[config.mk]
export PLATFORM = sky130hd
export DESIGN_NAME = game_sequencer
export DESIGN_NICKNAME = d
export VERILOG_FILES = /design/src/rtl/game_sequencer.sv
export SDC_FILE = /design/constraint.sdc
export NUM_CORES = 1
export LEC_CHECK = 0
export ABC_AREA = 1
export BUFFER_PORTS_ARGS = -buffer_cell sky130_fd_sc_hd__buf_2
export CORE_MARGIN = 5
export CORE_UTILIZATION = 49
export DETAILED_ROUTE_END_ITERATION = 6
export GPL_ROUTABILITY_DRIVEN = 0
export PLACE_DENSITY = 0.78
export SYNTH_ARGS = -nofsm -noshare
export SYNTH_HDL_FRONTEND = slang
export SYNTH_SLANG_ARGS = --single-unit
[constraint.sdc]
create_clock -name clk -period 1.4 [get_ports clk]
set_clock_uncertainty 0.2 [all_clocks]
set_input_delay 0.07 -clock clk [delete_from_list [all_inputs] [get_ports clk]]
set_output_delay 0.07 -clock clk [all_outputs]
set_load 0.02 [all_outputs]
[src/rtl/game_sequencer.sv]
// game_sequencer: idle/play/hit/over sequencing, move arbitration, score/lives, tone scheduling; GAME_SEQ_RR_EN selects round-robin arbitration.
// Latency: all outputs registered, one clk after the causing event.
// Backpressure: none; dEnable=0 pauses tick-driven activity only.
module game_sequencer #(
  parameter int LIVES     = 3,
  parameter int HIT_TICKS = 16,
  parameter int SND_TICKS = 4,
  parameter int SCORE_W   = 8
) (
  input  logic               clk,
  input  logic               rst,
  input  logic               tick,
  input  logic [3:0]         btns,
  input  logic               up_en,
  input  logic               down_en,
  input  logic               left_en,
  input  logic               right_en,
  input  logic               collect,
  input  logic               hit,
  input  logic               modeSelect,
  input  logic               dEnable,
  output logic [3:0]         move,
  output logic [1:0]         state,
  output logic [SCORE_W-1:0] score,
  output logic [1:0]         lives,
  output logic [2:0]         snd_sel,
  output logic               snd_en,
  output logic               display_en
);

  typedef enum logic [1:0] {S_IDLE = 2'd0, S_PLAY = 2'd1, S_HIT = 2'd2, S_OVER = 2'd3} state_t;

  localparam logic [7:0] HIT_LAST = 8'(HIT_TICKS - 1);
  localparam logic [7:0] SND_LAST = 8'(SND_TICKS - 1);

  state_t     cur;
  logic       modePrev;
  logic [7:0] hitCnt;
  logic [7:0] sndCnt;
  logic [3:0] cand;
  logic [3:0] grant;
  logic       start;
  logic       tickEn;
  logic       moveOk;

  assign state  = cur;
  assign start  = modeSelect & ~modePrev;
  assign tickEn = tick & dEnable;
  // A hit in the same cycle as a tick pre-empts the move.
  assign moveOk = (cur == S_PLAY) && tickEn && !hit;
  assign cand   = btns & {up_en, down_en, right_en, left_en};

`ifdef GAME_SEQ_RR_EN
  logic [1:0] rrPtr;
  logic [1:0] grantIdx;
  logic [1:0] idx;
  logic       found;

  // Index 0..3 = up, down, right, left, i.e. bit 3-index of cand.
  always_comb begin
    grant    = '0;
    grantIdx = rrPtr;
    idx      = rrPtr;
    found    = 1'b0;
    for (int k = 0; k < 4; k++) begin
      idx = rrPtr + 2'(k);
      if (!found && cand[2'd3 - idx]) begin
        found              = 1'b1;
        grant[2'd3 - idx]  = 1'b1;
        grantIdx           = idx;
      end
    end
  end

  always_ff @(posedge clk or negedge rst) begin
    if (!rst)                   rrPtr <= 2'd0;
    else if (moveOk && |grant)  rrPtr <= grantIdx + 2'd1;
  end
`else
  always_comb begin
    grant = '0;
    if      (cand[3]) grant = 4'b1000;
    else if (cand[2]) grant = 4'b0100;
    else if (cand[1]) grant = 4'b0010;
    else if (cand[0]) grant = 4'b0001;
  end
`endif

  always_ff @(posedge clk or negedge rst) begin
    if (!rst) begin
      cur        <= S_IDLE;
      modePrev   <= 1'b1;
      hitCnt     <= '0;
      sndCnt     <= '0;
      move       <= '0;
      score      <= '0;
      lives      <= '0;
      snd_sel    <= '0;
      snd_en     <= 1'b0;
      display_en <= 1'b0;
    end else begin
      modePrev   <= modeSelect;
      display_en <= dEnable;
      move       <= moveOk ? grant : 4'b0000;

      if (snd_en && tickEn) begin
        if (sndCnt == SND_LAST) begin
          snd_en <= 1'b0;
          sndCnt <= '0;
        end else begin
          sndCnt <= sndCnt + 8'd1;
        end
      end

      case (cur)
        S_IDLE: begin
          if (start) begin
            score <= '0;
            lives <= 2'(LIVES);
            cur   <= S_PLAY;
          end
        end
        S_PLAY: begin
          if (collect) begin
            if (score != '1) score <= score + SCORE_W'(1);
            snd_sel <= 3'd1;
            snd_en  <= 1'b1;
            sndCnt  <= '0;
          end
          // Hit overrides the collect tone when both arrive together.
          if (hit) begin
            lives  <= lives - 2'd1;
            snd_en <= 1'b1;
            sndCnt <= '0;
            if (lives == 2'd1) begin
              cur     <= S_OVER;
              snd_sel <= 3'd3;
            end else begin
              cur     <= S_HIT;
              hitCnt  <= '0;
              snd_sel <= 3'd2;
            end
          end
        end
        S_HIT: begin
          if (tickEn) begin
            if (hitCnt == HIT_LAST) begin
              cur    <= S_PLAY;
              hitCnt <= '0;
            end else begin
              hitCnt <= hitCnt + 8'd1;
            end
          end
        end
        S_OVER: begin
          if (start) cur <= S_IDLE;
        end
        default: cur <= S_IDLE;
      endcase
    end
  end

endmodule

---- Yosys cells after proc, flatten, opt, wreduce, memory -nomap -nowiden ----
Cells that the tools add are included.
word-level totals
  register bits after elaboration ......... 38
  input bits .............................. 15
  output and inout bits ................... 21
cells by class
  add/subtract/negate cells ............... 4
  equal/unequal tests ..................... 15
  mux-type cells .......................... 37
  bitwise operators ....................... 4
  reductions and logical operators ........ 13
operators by type and width
  operator                                        count
  2-to-1 mux 8 bit                                12
  one-hot mux 8 bit (2 select lines)              2
  adder 8 x 1 -> 8 bit (second input constant)    3
  2-to-1 mux 2 bit                                8
  != test 2 bit (second input constant)           7
  2-to-1 mux 3 bit                                3
  == test 8 x 2 -> 1 bit (second input constant)  1
  == test 8 x 4 -> 1 bit (second input constant)  1
  2-to-1 mux 1 bit                                8
  2-to-1 mux 4 bit                                2
  != test 8 bit (second input constant)           1
  one-hot mux 2 bit (4 select lines)              1
  AND reduction 4 bit                             2
  nonzero test 2 bit                              3
  AND reduction 5 bit                             1
  bitwise AND 4 bit                               1
  == test 2 x 1 -> 1 bit (second input constant)  2
  == test 2 bit (second input constant)           2
  one-hot mux 2 bit (2 select lines)              1
  logical AND 1 bit                               3
  AND reduction 3 bit                             1
  bitwise AND 1 bit                               2
  zero test 2 bit                                 1
  != test 2 x 1 -> 1 bit (second input constant)  1
  other kinds (4)                                 4

---- Longest topological paths before layout ----
Gate-level depths: netlist of the first run.
  depth in word-level cells ............... 6
  gate-level depth with buffers ........... 9

---- Worst setup path before layout of the first run ----
Ideal clock, no wire load.
  path kind ............................... reg2reg
  start point ............................. reg score[1]
  end point ............................... reg score[2]
  arrival ................................. 1.410 ns
  setup slack ............................. -0.330 ns
  stages on the path, launching flop included .. 9
  path buffers ............................ 0
  clock period less this slack ............ 1.730 ns
  cells stage by stage .................... dfrtp_1 > ha_1 > nand3_1 > nor2_1 > nand2_1 > nand2_1 > inv_2 > a21oi_1 > nor2_1
on the way
  cells in the longest elaborated chain, start to end .. 4
  elaborated cells between the ends (all ways) .. 7
  those cells by class .................... 1 x add/sub; 2 x eq/ne; 3 x mux; 1 x reduce/logical
ends and longest elaborated chain
  what                                line  text
  start: declaration                  24    output logic [SCORE_W-1:0] score,
  start signal: assignment            125   if (score != '1) score <= score + SCORE_W'(1);
  adder 8 x 1 -> 8 bit                125
  2-to-1 mux 8 bit                    125
  2-to-1 mux 8 bit                    124   if (collect) begin
  one-hot mux 8 bit (2 select lines)  115   case (cur)
Several ways; a longest one is shown, not always the timed one. The select of a mux whose other input is x is not followed.
A chain may end at the register's enable or synchronous reset.

---- Worst setup path after layout of the first run ----
  start point ............................. reg score[1]
  end point ............................... reg score[0]
on the way
  cells in the longest elaborated chain, start to end .. 3
ends and longest elaborated chain
  what                                     line
  != test 8 bit                            125
  != test 2 x 1 -> 1 bit (no source line)  -
  AND reduction 4 bit (no source line)     -
Every way passes these cells.

==> summary.txt, run 1 <==
Floorplan
  – Floorplan die area: 0.00526 sq mm
  – DIE WIDTH: 72.5 um
  – Core Area: 0.00372 sq mm
  – Core Rows: 22
  – I/O pin count: 36
  – Y dimension of the die: 72.5 um
  – Initial core utilization: 51.5%

GRT
  – Remaining global-route overflow: 0
  – Met1 routing resource usage after global routing: 31.3%
  – GRT Util Overall: 26.0%
  – Busiest metal layer after global routing: met2
  – Met3 track demand over resource: 4.71%
  – Wire length of the first global-routing pass: 10400 um
  – Via count of the first global-routing pass: 2210
  – Maximum number of pins on one net before global-route repair: 18
  – Met2 capacity usage during global routing: 44.3%
  – Initial antenna violation count: 0

Final layout
  – Nets: 389
  – Number of inserted diodes: 0
  – Number of filler instances in the final layout: 168
  – Area Growth Syn to Fin: 71.5%
  – Fraction of final layout cells with drive strength greater than 1: 50.7%

Outcome
  – Violations in the final reports: negative setup slack
  – Result of the run: finished with violations

Setup path
  – Cell type of the slowest stage on the worst timing path: sky130_fd_sc_hd__dfrtp_2
  – Highest net fanout along the worst path: 5
  – Data required time at the worst endpoint: 1.39 ns
  – Type of origin of the critical path: flop
  – Arrival @ worst endpoint: 1.64 ns
  – Flop2flop setup slack: -0.25 ns
  – Largest stage delay on the critical path: 0.40 ns
  – CP endpoint kind: flop
  – Category of the most critical setup path: flop to flop
  – Ordered list of cells on the worst path: ha_4 > nand3_4 > nor2_4 > nand2_2 > nand2_4 > clkinvlp_4 > nand3_2 > o21ai_1

Detailed routing
  – Average vias per placed instance: 5.90
  – Remaining design rule violation count: 0
  – Post-detailed-route wirelength per cell: 20.6 um
  – Overall via count from detail_route: 2473
  – Number of DRC markers in iteration 0: 366
  – Drt total wl: 8620 um
  – Number of search-and-repair iterations in the first detailed-routing pass: 5
  – Post-DRT Antenna Nets: 0

Synthesis
  – Flops & latches, synth: 37
  – Netlist Area Pre-Place: 0.00192 sq mm
  – Number of nets in the synthesized netlist: 266
  – Number of warnings printed during yosys synthesis: 0
  – Fraction of synthesized cell area taken by the top area cell type: 47.0%
  – Part of the Yosys area used for sequential elements: 48.4%
  – Cell accounting for the most synthesized area: sky130_fd_sc_hd__dfrtp_1
  – Ranking of synthesized cells by area: sky130_fd_sc_hd__dfrtp_1 (47%), sky130_fd_sc_hd__nand2_1 (12%), sky130_fd_sc_hd__nor2_1 (6.3%)
  – Number of distinct standard cells referenced by the synthesized netlist: 28
  – Number of synthesized flops with an enable pin: 0
  – Count leader, synth: sky130_fd_sc_hd__nand2_1
  – Dominant synthesized flop cell: sky130_fd_sc_hd__dfrtp_1
  – Synthesized area divided by synthesized cell count: 7.76 sq um
  – Cell count after synthesis: 247
  – Ranking of synthesized cells by instance count: sky130_fd_sc_hd__nand2_1 (59), sky130_fd_sc_hd__dfrtp_1 (36), sky130_fd_sc_hd__nor2_1 (32), sky130_fd_sc_hd__inv_1 (28), sky130_fd_sc_hd__nand3_1 (21)
  – Async set-or-reset flop fraction in the synthesized netlist: 100%

Power and ir drop
  – Worst IR Drop VDD: 1110 uV
  – Power density over the cells: 1690 mW/mm^2
  – LEAKAGE: 0.00161 uW
  – PnR Total Power: 5550 uW

Timing
  – Post-route setup slack: -0.254 ns
  – Fin crit period: 1.65 ns
  – Setup Viol. Count Final: 36
  – Period utilization: 118%
  – Number of failing hold endpoints at the final stage: 0
  – Setup TNS: -5.80 ns
  – RSZ-0062 raised after global routing: true
  – Final number of max-transition violations: 0
  – Upper clock frequency limit: 604 MHz

Clocking
  – Clock latency at the later pin of the worst-skew pair: 0.30 ns
  – Clock tree from TritonCTS: yes
  – Clock slew seen by the registers of the worst setup and hold paths: 0.09 ns
  – Number of buffers added by the clock tree synthesis step: 5
  – CTS max path bufs: 2
  – Clock sink total: 37
  – Count of H-tree levels built during CTS: 2
  – Clk root buf: sky130_fd_sc_hd__clkbuf_8

Job
  – Reported max-cap violation count: 0

Hold path
  – Kind of path behind the tightest hold check: input pin to async pin

Placement
  – Count of input and output buffers: 34
  – Pre-CTS setup slack: -0.167 ns
  – Detailed Place HPWL: 4060 um
## cells by family (layout without fill, tap and decap cells)
family	Yosys count	count (layout)	synth area share, %
AND/OR/NAND/NOR	134	134	30.4
flip-flops	37	37	48.4
AO/OA/AOI/OAI	36	36	10.6
buffers and inverters	34	158	7.32
adder cells (fa/ha/maj)	4	4	2.61
other	1	1	0.196
XOR/XNOR	1	1	0.457
## worst paths after layout
| kind | cells after the start | end | startpoint |
|---|---|---|---|
| hold reg to reg | 2 | snd_sel[0] | snd_sel[0] |
| setup reg to reg | 8 | score[0] | score[1] |
| hold / removal | 2 | hitCnt[7] | rst |
| min in group clk | 4 | snd_sel[1] | hit |
| max in group asynchronous | 3 | snd_en | rst |
| setup / recovery | 8 | score[0] | score[1] |
## power breakdown
group          switching, uW  internal (uW)
Sequential               265           1290
Clock                    439            718
Combinational           1600           1230
## repair_timing
item,4_1_cts,5_1_grt
setup buffers,3,9
gates resized for setup,41,40
hold buffers,13,0
pin swaps,9,12
endpoints found under the setup margin,32,36
gates cloned,1,0
endpoints found under the hold margin,44,0
## layout make-up
cell class | count | area (sq um) | area share, %
multi-input cells | 176 | 1140 | 34.8
flip-flops and latches | 37 | 933 | 28.4
repair buffers | 118 | 882 | 26.9
inverters | 31 | 121 | 3.70
clock buffers | 5 | 68.8 | 2.10
clock inverters | 3 | 68.8 | 2.10
well taps | 48 | 60.1 | 1.83
repair inverters | 1 | 7.51 | 0.229
## registers in the layout (all words and copies together), names as in the netlist
signal	cells
display_en	1
hitCnt	8
lives	2
modePrev	1
move	4
score	8
sndCnt	8
snd_en	1
snd_sel	2
state	2
## worst max-delay path, delay by kind of cell, from the launching register on
family | cells | cell delay [ns]
AO/OA/AOI/OAI | 1 | 0.06
adder cells (fa/ha/maj) | 1 | 0.17
buffers and inverters | 1 | 0.19
flip-flops | 1 | 0.40
AND/OR/NAND/NOR | 5 | 0.53
## per-stage QoR
stage               instances  hold WS (ns)  area, sq um  utilization, %
floorplan                 247        -0.426         2010               -
global placement          385        -0.185         2660            71.7
detailed placement        385        -0.181         2660            71.7
CTS                       410        0.0188         3080            82.8
global route              419        0.0474         3280            88.4
finish                    419        0.0270         3280            88.4
## metal layers
| layer | wire (um) | vias to the layer above |
|---|---|---|
| met5 | 0 | - |
| met4 | 570 | 0 |
| met3 | 673 | 56 |
| met2 | 4160 | 192 |
| met1 | 3210 | 1170 |
| li1 | - | 1055 |
## cells in the final DEF (no fill, tap or decap), drive strengths merged, types with 2 or more instances in the layout
cell type and instances:
nor3 7, nand4 9, inv 32, o21ai 18, nor2 34, nand3 21, ha 4, dfrtp 36
dlygate4sd3 13, nand2 60, or2 2, bufinv 2, a21oi 14, clkbuf 5, buf 105
Note: power is estimated with default switching activity, not from simulation.
==> run 2: changes to the inputs <==
--- a/config.mk
+++ b/config.mk
@@ -8,10 +8,10 @@
 export ABC_AREA = 1
 export BUFFER_PORTS_ARGS = -buffer_cell sky130_fd_sc_hd__buf_2
 export CORE_MARGIN = 5
-export CORE_UTILIZATION = 49
+export CORE_UTILIZATION = 59
 export DETAILED_ROUTE_END_ITERATION = 6
 export GPL_ROUTABILITY_DRIVEN = 0
-export PLACE_DENSITY = 0.78
+export PLACE_DENSITY = 0.87
 export SYNTH_ARGS = -nofsm -noshare
 export SYNTH_HDL_FRONTEND = slang
 export SYNTH_SLANG_ARGS = --single-unit
==> constraint.sdc (replaced) <==
create_clock -name clk -period 2.1 [get_ports clk]
set_clock_uncertainty 0.2 [all_clocks]
set_input_delay 0.105 -clock clk [delete_from_list [all_inputs] [get_ports clk]]
set_output_delay 0.105 -clock clk [all_outputs]
set_load 0.02 [all_outputs]
==> run 2 against run 1 <==
Net effect:
- the run now ends clean
- largest power group is now registers
- count of clock-buffer cells in the layout increased by 2
- utilization decreased by 11 points
- via count decreased by 25%
- die area decreased by 15%
==> summary.txt, run 2 (same netlist as run 1, synthesis figures left out) <==
GRT
  – Remaining global-route overflow: 0
  – GRT Util Overall: 23.2%
  – Maximum number of pins on one net before global-route repair: 38
  – Wire length of the first global-routing pass: 7760 um
  – Initial antenna violation count: 0
  – Via count of the first global-routing pass: 1779

Floorplan
  – Y dimension of the die: 67.0 um
  – Floorplan die area: 0.00449 sq mm
  – Core Rows: 20
  – Initial core utilization: 62.2%
  – I/O pin count: 36
  – Core Area: 0.00308 sq mm
  – DIE WIDTH: 67.0 um

Timing
  – Setup TNS: 0 ns
  – Normalized max-slew margin: 46.3%
  – Final number of max-transition violations: 0
  – Worst slew pin tran: 0.806 ns
  – Number of failing hold endpoints at the final stage: 0
  – Setup Viol. Count Final: 0
  – Post-route setup slack: 0.0557 ns
  – Worst hold slack across all endpoints: 0.0173 ns
  – Upper clock frequency limit: 489 MHz
  – Fin crit period: 2.04 ns
  – Period utilization: 97.3%

Setup path
  – Type of origin of the critical path: input pin
  – Arrival @ worst endpoint: 2.14 ns
  – Highest net fanout along the worst path: 2
  – Data required time at the worst endpoint: 2.19 ns
  – CP endpoint kind: flop
  – Category of the most critical setup path: input pin to flop

Placement
  – Pre-CTS setup slack: 0.300 ns
  – Detailed Place HPWL: 3120 um
  – Count of input and output buffers: 34

Final layout
  – Number of inserted diodes: 0
  – Fraction of final layout cells with drive strength greater than 1: 19.5%
  – Top library cells by usage in the layout, fill and taps aside: sky130_fd_sc_hd__nand2_1 (58), sky130_fd_sc_hd__dfrtp_1 (34), sky130_fd_sc_hd__buf_2 (34)
  – Nets: 322
  – Most common cell after layout, fill and taps aside: sky130_fd_sc_hd__nand2_1
  – Multi-input gate area in the final layout: 861 sq um
  – Number of filler instances in the final layout: 241
  – Area Growth Syn to Fin: 23.6%
  – Register area: 930 sq um
  – Biggest registers after layout: hitCnt x8, score x8, sndCnt x8

Clocking
  – Number of buffers added by the clock tree synthesis step: 5
  – Clock sink total: 37
  – Clk root buf: sky130_fd_sc_hd__clkbuf_4
  – Count of H-tree levels built during CTS: 2
  – Clock latency at the later pin of the worst-skew pair: 0.37 ns
  – CTS max path bufs: 2
  – Clock slew seen by the registers of the worst setup and hold paths: 0.09 ns
  – Clock tree from TritonCTS: yes

Detailed routing
  – Average vias per placed instance: 5.35
  – Post-detailed-route wirelength per cell: 13.1 um
  – Number of DRC markers in iteration 0: 175
  – Number of search-and-repair iterations in the first detailed-routing pass: 5
  – Post-DRT Antenna Nets: 0
  – Overall via count from detail_route: 1855
  – Drt total wl: 4550 um
  – Remaining design rule violation count: 0

Job
  – Reported max-cap violation count: 0

Outcome
  – Result of the run: finished clean

Power and ir drop
  – Worst IR Drop VDD: 799 uV
  – LEAKAGE: 0.00120 uW
  – Power density over the cells: 970 mW/mm^2

Hold path
  – Kind of path behind the tightest hold check: input pin to flop
[run 2: cell types whose count changed in the layout (fill, tap and decap cells not counted), moves of 5 or more]
cell | before | now
sky130_fd_sc_hd__o21ai_2 | 7 | 1
sky130_fd_sc_hd__nand2_1 | 50 | 58
sky130_fd_sc_hd__nor2_4 | 7 | 1
sky130_fd_sc_hd__clkbuf_4 | 0 | 5
sky130_fd_sc_hd__nand3_1 | 8 | 21
sky130_fd_sc_hd__o21ai_0 | 1 | 17
sky130_fd_sc_hd__a21oi_1 | 6 | 11
sky130_fd_sc_hd__buf_4 | 62 | 0
sky130_fd_sc_hd__nand3_2 | 12 | 0
sky130_fd_sc_hd__o21ai_1 | 9 | 0
sky130_fd_sc_hd__inv_1 | 22 | 28
sky130_fd_sc_hd__buf_6 | 9 | 1
sky130_fd_sc_hd__nor2_1 | 25 | 32
[run 2: cell type report]
cell class	count	share of cell area (%)
inverters	31	4.91
multi-input cells	176	36.3
well taps	44	2.32
flip-flops and latches	37	39.2
repair buffers	52	14.8
clock buffers	7	2.32
[run 2: metal layers]
metal	global-route usage (%)	part of all wire [%]	vias to the layer above
li1	-	-	917
met1	27.9	44	888
met2	39.7	50	43
met3	4.22	4.2	7
met4	11.4	2.1	0
met5	0	0	-
[run 2: per-stage QoR]
stage          instance area, sq um  util (%)  std cells  total power (uW)
3_5_place_dp                   2120      69.0        323              1870
4_1_cts                        2350      76.3        347              2280
3_3_place_gp                   2120      69.0        323              1830
2_1_floorplan                  1920         -        247              1600
5_1_grt                        2370      77.0        347              2470
6_report                       2370      77.0        347              2300
[run 2: critical path: stages]
cell and delay (ns):
sky130_fd_sc_hd__dlygate4sd3_1 0.53, sky130_fd_sc_hd__buf_2 0.10, sky130_fd_sc_hd__nand2_1 0.06, sky130_fd_sc_hd__dlygate4sd3_1 0.58, sky130_fd_sc_hd__nor3_2 0.19, sky130_fd_sc_hd__dlygate4sd3_1 0.58
[run 2: report_power, final]
part           internal [uW]  switching [uW]
sequential               856             139
combinational            298             613
clock                    158             234
[run 2: final timing paths]
kind                          start         end  slack [ns]  depth (start not counted)
max                         btns[3]     move[3]        0.06                          6
min                         collect  snd_sel[0]        0.02                          5
max reg2reg                state[1]     move[1]        0.12                          5
min reg2reg                lives[0]    lives[0]        0.33                          1
max in group asynchronous       rst    state[1]        0.99                          2
min in group asynchronous       rst    score[3]        0.15                          2
[run 2: repair_timing]
| item | in CTS | in global routing |
|---|---|---|
| setup buffers | 0 | 0 |
| gates resized for setup | 0 | 6 |
| hold buffers | 17 | 1 |
| endpoints found under the hold margin | 48 | 1 |
| setup endpoints to repair | 0 | 3 |
==> run 3: changes to the inputs <==
--- a/config.mk
+++ b/config.mk
@@ -7,8 +7,10 @@
 export LEC_CHECK = 0
 export ABC_AREA = 1
 export BUFFER_PORTS_ARGS = -buffer_cell sky130_fd_sc_hd__buf_2
+export CELL_PAD_IN_SITES_DETAIL_PLACEMENT = 2
+export CELL_PAD_IN_SITES_GLOBAL_PLACEMENT = 2
 export CORE_MARGIN = 5
-export CORE_UTILIZATION = 59
+export CORE_UTILIZATION = 34
 export DETAILED_ROUTE_END_ITERATION = 6
 export GPL_ROUTABILITY_DRIVEN = 0
 export PLACE_DENSITY = 0.87
==> run 3 against run 2 <==
Net effect:
- critical path depth rose by 1
- sequential share of layout area fell by 0.74 points
- design area rose by 1.8%
- power rose by 8.6%
- count of clock-buffer cells in the layout did not move
- sequential cell count did not move
- global-route usage fell by 4.7 points
- maximum frequency rose by 0.31%
- clock power rose by 34%
- cell count rose by 7.8%
- first-iteration DRC count fell by 63%
- highest routed layer unchanged
==> summary.txt, run 3 (same netlist as run 1, synthesis figures left out) <==
Outcome
  – Result of the run: finished clean

Floorplan
  – Y dimension of the die: 85.1 um
  – Floorplan die area: 0.00724 sq mm
  – Core Rows: 27
  – Initial core utilization: 34.8%
  – Core Area: 0.00551 sq mm
  – I/O pin count: 36
  – DIE WIDTH: 85.1 um

Timing
  – Setup TNS: 0 ns
  – Number of failing hold endpoints at the final stage: 0
  – Worst slew pin tran: 0.615 ns
  – Post-route setup slack: 0.0619 ns
  – Period utilization: 97.1%
  – Final number of max-transition violations: 0
  – Worst hold slack across all endpoints: 0.0834 ns
  – Upper clock frequency limit: 491 MHz
  – Setup Viol. Count Final: 0
  – Fin crit period: 2.04 ns
  – Normalized max-slew margin: 59.0%

Clocking
  – Number of buffers inserted to repair setup after CTS: 0
  – Clock sink total: 37
  – Clock tree from TritonCTS: yes
  – CTS max path bufs: 2
  – Clk root buf: sky130_fd_sc_hd__clkbuf_8
  – Clock slew seen by the registers of the worst setup and hold paths: 0.08 ns
  – Number of buffers added by the clock tree synthesis step: 5
  – Clock latency at the later pin of the worst-skew pair: 0.29 ns
  – Count of H-tree levels built during CTS: 2

Detailed routing
  – Post-detailed-route wirelength per cell: 16.5 um
  – Number of DRC markers in iteration 0: 64
  – Number of search-and-repair iterations in the first detailed-routing pass: 4
  – Overall via count from detail_route: 1903
  – Remaining design rule violation count: 0
  – Average vias per placed instance: 5.09
  – Drt total wl: 6170 um
  – Post-DRT Antenna Nets: 0

Hold path
  – Kind of path behind the tightest hold check: input pin to flop
  – Worst Min Path Start: collect

Final layout
  – Most common cell after layout, fill and taps aside: sky130_fd_sc_hd__nand2_1
  – Nets: 321
  – Top library cells by usage in the layout, fill and taps aside: sky130_fd_sc_hd__nand2_1 (58), sky130_fd_sc_hd__dfrtp_1 (35), sky130_fd_sc_hd__buf_2 (34)
  – Number of filler instances in the final layout: 652
  – Final standard cell utilization of the core: 43.8%
  – Number of inserted diodes: 0
  – Biggest registers after layout: hitCnt x8, score x8, sndCnt x8
  – Fraction of final layout cells with drive strength greater than 1: 19.9%
  – Area Growth Syn to Fin: 25.9%

GRT
  – Wire length of the first global-routing pass: 10700 um
  – GRT Util Overall: 18.6%
  – Initial antenna violation count: 0
  – Remaining global-route overflow: 0
  – Via count of the first global-routing pass: 2170
  – Maximum number of pins on one net before global-route repair: 23

Setup path
  – CP endpoint kind: flop
  – Cell type of the slowest stage on the worst timing path: sky130_fd_sc_hd__dlygate4sd3_1
  – Arrival @ worst endpoint: 2.07 ns
  – Largest delay share family, worst path: buffers and inverters
  – Highest net fanout along the worst path: 4
  – Category of the most critical setup path: input pin to flop
  – Library cell appearing most often on the critical path: sky130_fd_sc_hd__dlygate4sd3_1
  – Reg-to-Reg Start: state[1]
  – Number of buffers and inverters on the critical path: 4
  – Type of origin of the critical path: input pin
  – Ordered list of cells on the worst path: dlygate4sd3_1 > buf_2 > nand2_1 > inv_1 > nand4_1 > nor3b_2 > dlygate4sd3_1
  – Start point of the critical path: dEnable
  – Largest stage delay on the critical path: 0.59 ns
  – Data required time at the worst endpoint: 2.13 ns

Power and ir drop
  – PnR Total Power: 2500 uW
  – Power density over the cells: 1030 mW/mm^2
  – Worst IR Drop VDD: 584 uV
  – LEAKAGE: 0.00122 uW

Placement
  – Count of input and output buffers: 34
  – Pre-CTS setup slack: 0.204 ns
  – Detailed Place HPWL: 4490 um

Job
  – Reported max-cap violation count: 0
==> run 3: worst paths after layout <==
check / slack, ns / end / depth (start not counted)
min: 0.08 / snd_sel[0] / 5
min in group asynchronous: 0.13 / state[1] / 2
max reg2reg: 0.07 / move[1] / 5
max: 0.06 / move[1] / 7
min reg2reg: 0.32 / snd_en / 2
max in group asynchronous: 1.02 / hitCnt[0] / 3
==> run 3: worst reg2reg max path: stages (launching register included) <==
cell and delay [ns]:
sky130_fd_sc_hd__dfrtp_1 0.46, sky130_fd_sc_hd__nor2_4 0.17, sky130_fd_sc_hd__buf_6 0.17, sky130_fd_sc_hd__nand4_1 0.17
sky130_fd_sc_hd__nor3b_2 0.21, sky130_fd_sc_hd__dlygate4sd3_1 0.59
==> run 3: report_power, final <==
| group | switching, uW | total, uW | leakage [uW] | internal, uW |
|---|---|---|---|---|
| registers | 137 | 992 | 0.000486 | 855 |
| clock network | 265 | 526 | 0.0000443 | 261 |
| logic | 672 | 977 | 0.000690 | 305 |
==> run 3: through the flow <==
step / instance area [sq um] / std cells
after floorplan: 1920 / 247
after global placement: 2180 / 354
after detailed placement: 2180 / 354
after CTS: 2410 / 375
after global routing: 2410 / 374
final: 2410 / 374
==> run 3: cell type report <==
type                    count  area, sq um  area share, %
clock buffers               7         86.3           3.58
inverters                  31          116           4.83
multi-input cells         176          856           35.5
flip-flops and latches     37          928           38.5
well taps                  72         90.1           3.74
repair buffers             51          334           13.9
==> run 3: per-layer routing <==
metal / GRT usage, % / vias up / part of all wire [%]
li1: - / 908 / -
met1: 22.1 / 960 / 44
met2: 33.0 / 26 / 51
met3: 3.50 / 9 / 2.5
met4: 6.91 / 0 / 1.8
met5: 0 / - / 0
==> run 3: what timing repair did <==
item / 4_1_cts / 5_1_grt
hold buffers: 14 / 0
resized for setup: 0 / 4
endpoints found under the hold margin: 29 / 0
endpoints found under the setup margin: 0 / 4
